### src/rtl/fpu_cpu_bridge.sv
// CPU register window onto an FPU core: operand/command/status/result bytes.
// Optional watchdog on long-running operations enabled by FPU_BRIDGE_TIMEOUT_EN.
module fpu_cpu_bridge #(
    parameter int TIMEOUT_CYCLES = 1024
) (
    input  logic        clk,
    input  logic        rst_n,
    input  logic        cpu_cs,
    input  logic        cpu_wr,
    input  logic        cpu_rd,
    input  logic [3:0]  cpu_addr,
    input  logic [7:0]  cpu_wdata,
    output logic [7:0]  cpu_rdata,
    output logic        cpu_irq,
    output logic        fpu_start,
    output logic [3:0]  fpu_op,
    output logic [31:0] fpu_a,
    output logic [31:0] fpu_b,
    input  logic [31:0] fpu_result,
    input  logic        fpu_done,
    output logic        fpu_ack
);

    typedef enum logic [1:0] {
        br_idle_st,
        br_start_st,
        br_wait_st,
        br_ack_st
    } state_t;

    state_t state, state_nx;

    logic [31:0] opa, opb, res;
    logic [3:0]  op;
    logic        done_q, err_q, tout;
    logic        wr_en, rd_en, busy, fin, tmo_hit, busy_clr, locked;
    logic        op_wr, cmd_wr, cmd_ok, err_set, stat_clr, cap, running;
    logic [7:0]  rd_mux;

    assign wr_en    = cpu_cs & cpu_wr;
    assign rd_en    = cpu_cs & cpu_rd;
    assign busy     = (state != br_idle_st);
    assign running  = (state == br_wait_st) || (state == br_ack_st);
    assign fin      = (state == br_ack_st) && !fpu_done;
    assign busy_clr = fin | tmo_hit;
    // The cycle busy drops is already open for new writes.
    assign locked   = busy & ~busy_clr;
    assign op_wr    = wr_en && (cpu_addr <= 4'h8);
    assign cmd_wr   = wr_en && (cpu_addr == 4'h8) && !locked;
    assign cmd_ok   = cmd_wr && (cpu_wdata[3:0] <= 4'hA);
    assign err_set  = (op_wr && locked) || (cmd_wr && !cmd_ok);
    assign stat_clr = rd_en && (cpu_addr == 4'h9);
    assign cap      = (state == br_wait_st) && fpu_done && !tmo_hit;

    assign fpu_start = (state == br_start_st);
    assign fpu_ack   = (state == br_ack_st);
    assign fpu_a     = opa;
    assign fpu_b     = opb;
    assign fpu_op    = op;

`ifdef FPU_BRIDGE_TIMEOUT_EN
    localparam int CW = $clog2(TIMEOUT_CYCLES + 1);

    logic [CW-1:0] cnt;
    logic          tout_q;

    assign tmo_hit = running && (cnt == CW'(TIMEOUT_CYCLES - 1));
    assign tout    = tout_q;

    always_ff @(posedge clk) begin
        if (!rst_n) begin
            cnt    <= '0;
            tout_q <= 1'b0;
        end else begin
            tout_q <= (tout_q & ~stat_clr) | tmo_hit;
            if (running && !busy_clr)
                cnt <= cnt + 1'b1;
            else
                cnt <= '0;
        end
    end
`else
    logic unused_timeout;

    // Parameter stays on the interface so both builds share one port map.
    assign unused_timeout = |TIMEOUT_CYCLES;
    assign tmo_hit        = 1'b0;
    assign tout           = 1'b0;
`endif

    always_comb begin
        state_nx = state;
        unique case (state)
            br_idle_st: begin
                if (cmd_ok)
                    state_nx = br_start_st;
            end
            br_start_st: begin
                state_nx = br_wait_st;
            end
            br_wait_st: begin
                if (tmo_hit)
                    state_nx = cmd_ok ? br_start_st : br_idle_st;
                else if (fpu_done)
                    state_nx = br_ack_st;
            end
            br_ack_st: begin
                if (busy_clr)
                    state_nx = cmd_ok ? br_start_st : br_idle_st;
            end
            default: state_nx = br_idle_st;
        endcase
    end

    always_comb begin
        rd_mux = 8'h00;
        case (cpu_addr[3:2])
            2'b00: rd_mux = opa[{cpu_addr[1:0], 3'b000} +: 8];
            2'b01: rd_mux = opb[{cpu_addr[1:0], 3'b000} +: 8];
            2'b11: rd_mux = res[{cpu_addr[1:0], 3'b000} +: 8];
            default: begin
                if (cpu_addr == 4'h8)
                    rd_mux = {4'h0, op};
                else if (cpu_addr == 4'h9)
                    rd_mux = {4'h0, err_q, tout, done_q, busy};
            end
        endcase
    end

    always_ff @(posedge clk) begin
        if (!rst_n) begin
            state     <= br_idle_st;
            opa       <= '0;
            opb       <= '0;
            op        <= '0;
            res       <= '0;
            done_q    <= 1'b0;
            err_q     <= 1'b0;
            cpu_irq   <= 1'b0;
            cpu_rdata <= '0;
        end else begin
            state <= state_nx;
            if (wr_en && !locked && cpu_addr[3:2] == 2'b00)
                opa[{cpu_addr[1:0], 3'b000} +: 8] <= cpu_wdata;
            if (wr_en && !locked && cpu_addr[3:2] == 2'b01)
                opb[{cpu_addr[1:0], 3'b000} +: 8] <= cpu_wdata;
            if (cmd_ok)
                op <= cpu_wdata[3:0];
            if (cap)
                res <= fpu_result;
            // Sets are ORed in after the clear so a same-cycle set wins.
            done_q  <= (done_q & ~stat_clr) | fin;
            err_q   <= (err_q & ~stat_clr) | err_set;
            cpu_irq <= busy_clr;
            if (rd_en)
                cpu_rdata <= rd_mux;
        end
    end

endmodule

### config.mk
export PLATFORM = sky130hd
export DESIGN_NAME = fpu_cpu_bridge
export DESIGN_NICKNAME = d
export VERILOG_FILES = /design/src/rtl/fpu_cpu_bridge.sv
export SDC_FILE = /design/constraint.sdc
export NUM_CORES = 1
export LEC_CHECK = 0
export CAP_MARGIN = 10
export CORE_MARGIN = 2
export CORE_UTILIZATION = 45
export CTS_CLUSTER_SIZE = 40
export DETAILED_ROUTE_END_ITERATION = 8
export GPL_ROUTABILITY_DRIVEN = 0
export MAX_ROUTING_LAYER = met4
export PLACE_DENSITY = 0.77
export SYNTH_ARGS = -nofsm -noshare
export SYNTH_HDL_FRONTEND = slang
export SYNTH_SLANG_ARGS = --single-unit
### constraint.sdc
create_clock -name clk -period 2.2 [get_ports clk]
set_input_delay 0.44 -clock clk [delete_from_list [all_inputs] [get_ports clk]]
set_output_delay 0.44 -clock clk [all_outputs]
set_load 0.01 [all_outputs]
==> metrics.cfg <==
[sta]
slew_viol_final=0
fin_worst_hold_slack_ps=448
worst_slew_margin_rel=0.474
timing.final.hold_violations=0
worst_pin_slew_ps=789
final.min_clock_period_ps=2090
fin_skew_ps=14.2
fin_ws_ps=112
min_period_over_period=0.949
setup_viol=0
setup_repair_after_global_routing_missed_its_margin=false
max_freq_mhz=479

[worst_setup_path]
cp-start-kind=flip-flop
crit_arrival_ps=1650
timing.critical_path.cells=ha_1, clkdlybuf4s50_1
critPathCaptureType=primary output
crit_path_max_incr_delay_ps=560
path_delay_family=buffers and inverters
crit_path_max_delay_cell_type=sky130_fd_sc_hd__clkdlybuf4s50_1
reg2reg_start=state[0]$_SDFFE_PN0P_
worst-path-buf-inv=1
crit_path_start=state[0]$_SDFFE_PN0P_
worst-endpoint-required_ps=1760
path_max_fanout=6
worstSetupPathType=reg2out

[power]
fin_total_pwr_mw=5.67
p_per_area_nw_per_um2=756
comb_power_share=0.114
power.switching_mw=1.39
seq_power_share=0.372
switching_share=0.245
p_int_mw=4.28
ir_worst_vdd_mv=0.371
share_clk_of_total_power=0.514
static-leakage-power_nw=2.59

[global_routing]
globalRouteTotalUtil=0.276
via_count_of_the_first_global_routing_pass=5048
antenna_found_initial=0
global_route_wire_length_before_repair_mm=26.3
grt_start_max_net_pins=33
globalRouteOverflowTotal=0

[finish]
antennaDiodeCount=0
utilization=0.662
multi_input_logic_area_um2=2640
final_net_count=798
regArea_um2=2260
area.growth.synth_to_final_pct=45.2
final_layout_size_suffix_gt1_frac=0.160
n_fill_cell=896

[routing]
avgViaCountPerCell=5.90
wl_per_cell_um=19.0
drc_errors=0
starting_drt_drc_count=597
wirelength_mm=17.0
drtPass1Iterations=6
vias=5268
drt.antenna.violating_nets=0

[hold_path]
timing.hold.worst.class=in2reg
min_from=rst_n

[logic_synthesis]
synth.avg_cell_area_um2=8.88
ys_seq_area_frac=0.439
yosysWarningCount=0
synthesis.area_um2=5160
netlist_instances=581
yosys.cell_types.count=47
synth_edf_count=0
yosys_most_used_dff=sky130_fd_sc_hd__dfxtp_1
yosys_register_bits=113
syn-num-nets=642
synth-async-reset-ratio=0

[cts]
cts.clk_slew.worst_paths_ps=60
tritoncts=built
cts-hold-fix-buffers=0
htreeDepth=4
cts_setup_buffers=0
cts_buffers=17
root_cell_of_the_clock_tree=sky130_fd_sc_hd__clkbuf_16
post_cts_resized=0
ctsLongestPathBuffers=2
clock_insertion_delay_at_the_later_pin_of_the_skew_report_ps=420
cts_num_sinks=113

[floorplanning]
die-height_um=111
fp.coreArea_um2=11300
die_area_um2=12300
start_util=0.456
chipWidth_um=111
top_level_ports=129
std_cell_rows=39

[placed_design]
dpl_worst_slack_ps=-186
port_buffers=128
dp.final_hpwl_mm=12.3

[flow_run]
maxCapViolations=0

[outcome]
run_status=finished, final reports clean

[final cells by class]
type                    instances  area share
inverters                       8     0.00401
repair buffers                181       0.234
multi-input cells             416       0.353
clock inverters                14      0.0251
clock buffers                  18      0.0586
flip-flops and latches        113       0.302
well taps                     143      0.0239
[per-stage QoR]
step	setup TNS (ps)	cell area, um^2	instances
finish	0	7490	893
global route	0	7490	893
CTS	0	7490	893
detailed placement	-3880	6860	861
global placement	-1230	6860	861
floorplan	0	5160	581
[worst reg2reg max path: cells and delay by family (launching register included)]
kind | cells | cell delay [ps]
AO/OA/AOI/OAI | 2 | 500
adder cells (fa/ha/maj) | 1 | 680
buffers and inverters | 1 | 120
flip-flops | 1 | 360
AND/OR/NAND/NOR | 1 | 210
[per-layer routing]
metal / vias up / GRT usage / share of wire
met5: - / - / 0
met4: 0 / 0.111 / 0.035
met3: 73 / 0.0689 / 0.084
met2: 333 / 0.434 / 0.46
met1: 2454 / 0.343 / 0.42
li1: 2408 / - / -
[flip-flops by register name, summed over array words and instances (netlist names)]
| signal | count |
|---|---|
| cpu_irq | 1 |
| cpu_rdata | 8 |
| done_q | 1 |
| err_q | 1 |
| fpu_a | 32 |
| fpu_b | 32 |
| fpu_op | 4 |
| res | 32 |
| state | 2 |
[path summary, 6_finish.rpt]
path | to | slack [ps] | depth (start not counted)
max reg2reg | fpu_b[14]$_SDFFE_PN0P_ | 180 | 5
min reg2reg | cpu_rdata[1]$_SDFFE_PN0N_ | 450 | 2
max | fpu_ack | 110 | 2
min | fpu_op[3]$_SDFFE_PN0P_ | 450 | 2
[power groups by stage]
stage	Sequential, mW	Combinational, mW	Clock (mW)
2_1_floorplan	2.15	0.371	0
3_3_place_gp	2.15	0.610	0
3_5_place_dp	2.15	0.633	0
4_1_cts	2.11	0.639	2.92
5_1_grt	2.11	0.694	3.01
6_report	2.11	0.648	2.91
[logic make-up (layout without fill, tap and decap cells)]
| logic type | count (synthesis) | after routing | share of synthesized area |
|---|---|---|---|
| buffers and inverters | 52 | 221 | 0.0488 |
| flip-flops | 113 | 113 | 0.439 |
| AO/OA/AOI/OAI | 149 | 149 | 0.184 |
| multiplexers | 36 | 36 | 0.106 |
| AND/OR/NAND/NOR | 220 | 220 | 0.196 |
| adder cells (fa/ha/maj) | 11 | 11 | 0.0267 |
[cell usage in the layout, fill, tap and decap left out, types with 3 or more instances in the layout]
cell type and instances:
sky130_fd_sc_hd__a22oi_1 3, sky130_fd_sc_hd__o21ai_0 13, sky130_fd_sc_hd__o211ai_1 3, sky130_fd_sc_hd__nor3_1 3
sky130_fd_sc_hd__mux4_2 15, sky130_fd_sc_hd__dfxtp_1 113, sky130_fd_sc_hd__nor2b_1 3, sky130_fd_sc_hd__nor2_1 10
sky130_fd_sc_hd__clkinv_2 4, sky130_fd_sc_hd__buf_4 47, sky130_fd_sc_hd__clkinvlp_4 4, sky130_fd_sc_hd__clkbuf_16 17
sky130_fd_sc_hd__nand4_1 4, sky130_fd_sc_hd__nand3_1 71, sky130_fd_sc_hd__a21oi_1 39, sky130_fd_sc_hd__a32oi_1 5
sky130_fd_sc_hd__mux2i_1 21, sky130_fd_sc_hd__buf_12 6, sky130_fd_sc_hd__o21ai_1 63, sky130_fd_sc_hd__and2_1 3
sky130_fd_sc_hd__nand2_1 112, sky130_fd_sc_hd__a211oi_1 6, sky130_fd_sc_hd__bufinv_16 4, sky130_fd_sc_hd__clkdlybuf4s50_1 127
sky130_fd_sc_hd__ha_1 11, sky130_fd_sc_hd__inv_1 5, sky130_fd_sc_hd__o2111ai_2 7
[cell usage after synthesis, drive strengths merged, types with 3 or more instances]
master	count	area share
nor2b	4	0.0063
nand4	4	0.0049
mux4	15	0.066
and2	3	0.0036
mux2i	21	0.041
inv	7	0.0051
nand3	71	0.069
o21ai	76	0.074
a21oi	39	0.038
ha	11	0.027
o211ai	3	0.0044
a22oi	3	0.0044
a32oi	5	0.0085
nor3	3	0.0029
clkbuf	15	0.011
dfxtp	113	0.44
nor2	11	0.0085
buf	29	0.032
a211oi	6	0.0087
nand2	112	0.082
o2111ai	9	0.031
Note: power is estimated with default switching activity, not from simulation.
